File: src/rtl/capture_seq.sv
// Capture sequencer: arms/aborts the capture block, enforces a trigger timeout,
// counts FIFO readout beats and reports completion, errors and trigger position.
module capture_seq #(
  parameter int saddr_w   = 24,
  parameter int timeout_w = 32
) (
  input  logic                 clk,
  input  logic                 reset_n,
  input  logic                 start,
  input  logic                 stop,
  input  logic                 continuous,
  input  logic [timeout_w-1:0] timeout,
  input  logic [saddr_w-1:0]   buffer_size,
  output logic                 cap_arm,
  output logic                 cap_abort,
  input  logic                 cap_ready,
  input  logic                 cap_armed,
  input  logic                 cap_triggered,
  input  logic                 cap_done,
  input  logic [saddr_w-1:0]   cap_trigger_pos,
  input  logic                 dma_valid,
  input  logic                 dma_ready,
  input  logic                 dma_last,
  output logic                 busy,
  output logic                 irq,
  output logic [saddr_w-1:0]   trig_pos,
  output logic [15:0]          cap_count,
  output logic                 err_timeout,
  output logic                 err_frame,
  output logic                 aborted,
  output logic [2:0]           state
);

  typedef enum logic [2:0] {
    S_IDLE       = 3'd0,
    S_ARM        = 3'd1,
    S_WAIT_ARMED = 3'd2,
    S_WAIT_TRIG  = 3'd3,
    S_WAIT_DONE  = 3'd4,
    S_DRAIN      = 3'd5,
    S_ABORT      = 3'd6,
    S_FINISH     = 3'd7
  } state_t;

  localparam logic [timeout_w-1:0] tmo_one  = timeout_w'(1);
  localparam logic [saddr_w-1:0]   beat_one = saddr_w'(1);

  state_t               cur;
  logic                 stop_pend;
  logic [timeout_w-1:0] tmo_cnt;
  logic [saddr_w-1:0]   beat_cnt;
  logic                 tmo_hit;
  logic                 beat;
  logic                 last_beat;

  // Abort on the edge where the count of waiting cycles reaches the limit.
  assign tmo_hit   = (timeout != '0) && (tmo_cnt >= timeout - tmo_one);
  assign beat      = dma_valid && dma_ready;
  assign last_beat = (beat_cnt == buffer_size - beat_one);
  assign state     = cur;

  always_ff @(posedge clk or negedge reset_n) begin
    if (!reset_n) begin
      cur         <= S_IDLE;
      cap_arm     <= 1'b0;
      cap_abort   <= 1'b0;
      busy        <= 1'b0;
      irq         <= 1'b0;
      trig_pos    <= '0;
      cap_count   <= '0;
      err_timeout <= 1'b0;
      err_frame   <= 1'b0;
      aborted     <= 1'b0;
      stop_pend   <= 1'b0;
      tmo_cnt     <= '0;
      beat_cnt    <= '0;
    end else begin
      cap_arm <= 1'b0;
      irq     <= 1'b0;
      case (cur)
        S_IDLE: begin
          if (start && cap_ready) begin
            cur         <= S_ARM;
            cap_arm     <= 1'b1;
            busy        <= 1'b1;
            err_timeout <= 1'b0;
            err_frame   <= 1'b0;
            aborted     <= 1'b0;
            stop_pend   <= 1'b0;
            tmo_cnt     <= '0;
            beat_cnt    <= '0;
          end
        end
        S_ARM: begin
          cur <= S_WAIT_ARMED;
          if (stop) stop_pend <= 1'b1;
        end
        S_WAIT_ARMED, S_WAIT_TRIG: begin
          if (tmo_cnt != '1) tmo_cnt <= tmo_cnt + tmo_one;
          if (stop || stop_pend) begin
            cur       <= S_ABORT;
            cap_abort <= 1'b1;
            aborted   <= 1'b1;
          end else if (tmo_hit) begin
            cur         <= S_ABORT;
            cap_abort   <= 1'b1;
            err_timeout <= 1'b1;
          end else if (cur == S_WAIT_ARMED && cap_armed) begin
            cur <= S_WAIT_TRIG;
          end else if (cur == S_WAIT_TRIG && cap_triggered) begin
            cur      <= S_WAIT_DONE;
            trig_pos <= cap_trigger_pos;
          end
        end
        S_WAIT_DONE: begin
          if (stop) begin
            cur       <= S_ABORT;
            cap_abort <= 1'b1;
            aborted   <= 1'b1;
          end else if (cap_done) begin
            cur <= S_DRAIN;
          end
        end
        // A stop here only takes effect once the readout has completed.
        S_DRAIN: begin
          if (stop) stop_pend <= 1'b1;
          if (beat) begin
            if (last_beat) begin
              cur       <= S_FINISH;
              irq       <= 1'b1;
              cap_count <= cap_count + 16'd1;
              if (!dma_last) err_frame <= 1'b1;
            end else begin
              beat_cnt <= beat_cnt + beat_one;
              if (dma_last) err_frame <= 1'b1;
            end
          end
        end
        S_FINISH: begin
          if (continuous && !stop_pend && !stop) begin
            cur      <= S_ARM;
            cap_arm  <= 1'b1;
            tmo_cnt  <= '0;
            beat_cnt <= '0;
          end else begin
            cur  <= S_IDLE;
            busy <= 1'b0;
            if (stop) stop_pend <= 1'b1;
          end
        end
        S_ABORT: begin
          if (cap_ready) begin
            cur       <= S_IDLE;
            cap_abort <= 1'b0;
            busy      <= 1'b0;
            irq       <= 1'b1;
          end
        end
      endcase
    end
  end

endmodule

File: config.mk
export PLATFORM = sky130hd
export DESIGN_NAME = capture_seq
export DESIGN_NICKNAME = d
export VERILOG_FILES = /design/src/rtl/capture_seq.sv
export SDC_FILE = /design/constraint.sdc
export NUM_CORES = 1
export LEC_CHECK = 0
export CORE_ASPECT_RATIO = 0.7
export CORE_UTILIZATION = 48
export CTS_CLUSTER_SIZE = 24
export DETAILED_ROUTE_END_ITERATION = 7
export GPL_TIMING_DRIVEN = 0
export PLACE_DENSITY = 0.88
export SYNTH_ARGS = -nofsm -noshare
export SYNTH_HDL_FRONTEND = slang
export SYNTH_SLANG_ARGS = --single-unit
File: constraint.sdc
create_clock -name clk -period 2.7 [get_ports clk]
set_clock_uncertainty 0.05 [all_clocks]
set_input_delay 0.54 -clock clk [delete_from_list [all_inputs] [get_ports clk]]
set_output_delay 0.54 -clock clk [all_outputs]
set_load 0.05 [all_outputs]
==> impl_metrics.ini <==
[global_route]
grt_max_degree = 70
grt_antenna_before_repair = 1
grtUsageTotal_pct = 27.77
grt_pass1_vias = 7020
overflow = 0
grt_pass1_wl_mm = 34.80

[logic_synthesis]
synth.most_common_cell = dfrtp_1
synth_enable_flop_cells = 0
async_flop_share_pct = 100.0
seq_area_frac_synth_pct = 36.49
ys.flop_type = dfrtp_1
synth_top_area_cell = dfrtp_1
yosys.area.top_type_share_pct = 36.49
syn_area_um2 = 7338
yosys-top-cells-area = dfrtp_1 (36%), xor2_1 (6.6%), ha_1 (6.5%)
syn-num-nets = 951
synthCells = 821
synth.distinct_cells = 62
ys_warn_count = 0
ys_seq_elements = 107
avgSynthCellArea_um2 = 8.938
synthTopCellsByCount = dfrtp_1 (107), nor2_1 (82), nand2_1 (76), xor2_1 (55), xnor2_1 (48)

[clock_tree]
cts_num_sinks = 107
cts_root_buf = clkbuf_16
cts_buffers = 9
cts_tree = built
path_clk_slew_ns = 0.07
clockBufferDepth = 2
cts_htree_levels = 3
worstSkewPairLatency_ns = 0.34

[timing]
slew_violations = 0
setup_ws_ns = -1.440
fmax_ghz = 0.2416
fin_tns_setup_ns = -61.50
post-route-min-period_ns = 4.140
worstMarginPinSlew_ns = 0.8029
finalHoldViolCount = 0
rsz0062_at_grt = true
whs_ns = 0.1187
final-setup-viol-count = 71
finalCritPeriodShare_pct = 153.3
relSlewSlack_pct = 46.47

[min_path]
worstHoldPathType = input port to asynchronous set/reset pin

[final_layout]
areaGrowthSynthToFinish_pct = 45.27
stdcell_area_um2 = 10660
fin_cells = 1233
drive_gt1_share_pct = 23.82
utilization_pct = 71.96
nets = 1163

[placed_design]
dpl.hpwl_mm = 14.86
dpl.cell_count = 1157
dpl_cell_area_um2 = 9230
numPortBuffers = 140
place.gp.congestion = 0.8853

[drt]
ant_nets = 0
first_pass_iters = 5
viasPerCell = 6.041
drt_iter0_drc = 625
drc = 0
wl_per_cell_um = 18.72
vias = 7448
wl_mm = 23.09

[floorplanning]
die_area_um2 = 15790
die_x_um = 149.8
die_h_um = 105.5
core-area_um2 = 14810
start_util_pct = 49.54
fp-row-count = 37
io_pins = 142

[power]
leakage_nw = 4.650
power.density_nw_per_um2 = 607.2
vdd_drop_max_mv = 0.4539

[critical_path]
r2r-end = cap_count[7]$_DFFE_PN0P_
cpPeakStageDelay_ns = 0.54
crit_chain = buf_6 -> or4_4 -> nor4_4 -> nand2_2 -> nor2_4 -> nand3_4 -> nor2_4 -> nand2_2 -> xor2_1 -> ha_1 -> a21o_1 -> a21o_1 -> a221oi_2 -> o31ai_1 -> or3_1 -> nand3_4 -> nand3_4 -> clkbuf_16 -> mux2_4
critPathRequiredTime_ns = 2.87
critPathKind = input port to flip-flop
cp_slowest_cell = or4_4
end_kind = flip-flop
reg2reg_from = beat_cnt[14]$_DFFE_PN0P_
arrival_ns = 4.31
reg2reg_depth = 9
r2r_slack_ns = -0.67
cp_max_fo = 6
crit_top_cell = nand3_4
critPathTopFamily = simple AND/OR/NAND/NOR gates
worst_setup_path_start_kind = input port
crit_buf_inv = 2

[run_status]
violations = negative setup slack
status = complete, but fails checks

[run]
cap_violations = 0
## report_power, final
group / total (mW) / internal (mW) / switching (mW)
Sequential: 2.21 / 1.92 / 0.291
Combinational: 2.92 / 1.10 / 1.82
Clock: 1.34 / 0.745 / 0.595
Total: 6.47 / 3.77 / 2.70
## per-stage QoR
stage	total power [mW]	worst slack, ns
global placement	4.826	-3.052
floorplan	3.923	-1.482
CTS	6.326	-1.582
finish	6.473	-1.440
global route	6.782	-1.629
detailed placement	4.909	-2.636
## kinds of logic (layout without fill, tap and decap cells)
kind of cell | after synthesis | in the layout | share of synthesized area (%)
compound gates | 125 | 125 | 10.15
xor+xnor | 103 | 103 | 12.29
fa+ha+maj | 38 | 38 | 6.479
buf+inv | 44 | 260 | 2.387
flops | 107 | 107 | 36.49
mux | 32 | 32 | 4.808
other cells | 0 | 1 | 0
simple gates | 372 | 372 | 27.40
## how the worst max path moves through the flow
stage	start	end	slack [ns]	depth (start not counted)
3_3_place_gp	reset_n	cap_count[3]$_DFFE_PN0P_	-3.05	1
4_1_cts	timeout[4]	trig_pos[12]$_DFFE_PN0P_	-1.58	19
3_5_place_dp	timeout[4]	trig_pos[12]$_DFFE_PN0P_	-2.64	18
6_report	timeout[7]	trig_pos[12]$_DFFE_PN0P_	-1.44	19
2_1_floorplan	timeout[4]	trig_pos[10]$_DFFE_PN0P_	-1.48	18
5_1_grt	timeout[7]	trig_pos[12]$_DFFE_PN0P_	-1.63	19
## placed cells by master (no fill, tap or decap), types with 32 or more instances in the layout
cell,netlist,final
clkdlybuf4s50_1,0,109
dfrtp_1,107,106
nand2_1,76,71
nor2_1,82,67
xor2_1,55,55
xnor2_1,48,47
buf_4,0,44
ha_1,38,36
a21oi_1,46,35
nand3_1,39,32
## worst register-to-register path, cell delays in order (launching register included)
cell and delay [ns]:
dfrtp_1 0.46, xnor2_1 0.46, xnor2_1 0.20, nand3b_1 0.12, a221o_1 0.31, or4_4 0.54, or4_4 0.64, buf_4 0.19
nor3_4 0.16, xor2_1 0.16
## timing repair
item | CTS | global route
pin swaps | 55 | 42
setup buffers | 44 | 13
hold buffers | 0 | 0
gates cloned | 6 | 0
setup endpoints to repair | 104 | 98
gates resized for setup | 178 | 78
## per-layer routing
metal	part of all wire, %	vias to the layer above	GRT usage, %
li1	-	3390	-
met1	42	3550	38.29
met2	44	419	43.22
met3	10	89	7.403
met4	3.6	0	6.638
met5	0	-	0
## cell type report
type	count	area, um^2
flip-flops and latches	107	2679
repair buffers	202	1963
multi-input cells	670	5175
fillers	1005	4154
diodes	1	2.502
clock inverters	5	62.56
well taps	195	244.0
clock buffers	10	239.0
inverters	21	80.08
plain buffers	22	215.2
## state kept, by name, summed over array words and instances (netlist names)
signal	flops
irq	1
beat_cnt	24
busy	1
stop_pend	1
cap_abort	1
cap_arm	1
cap_count	16
err_timeout	1
state	3
tmo_cnt	32
aborted	1
trig_pos	24
err_frame	1
(Power assumes the default switching activity.)
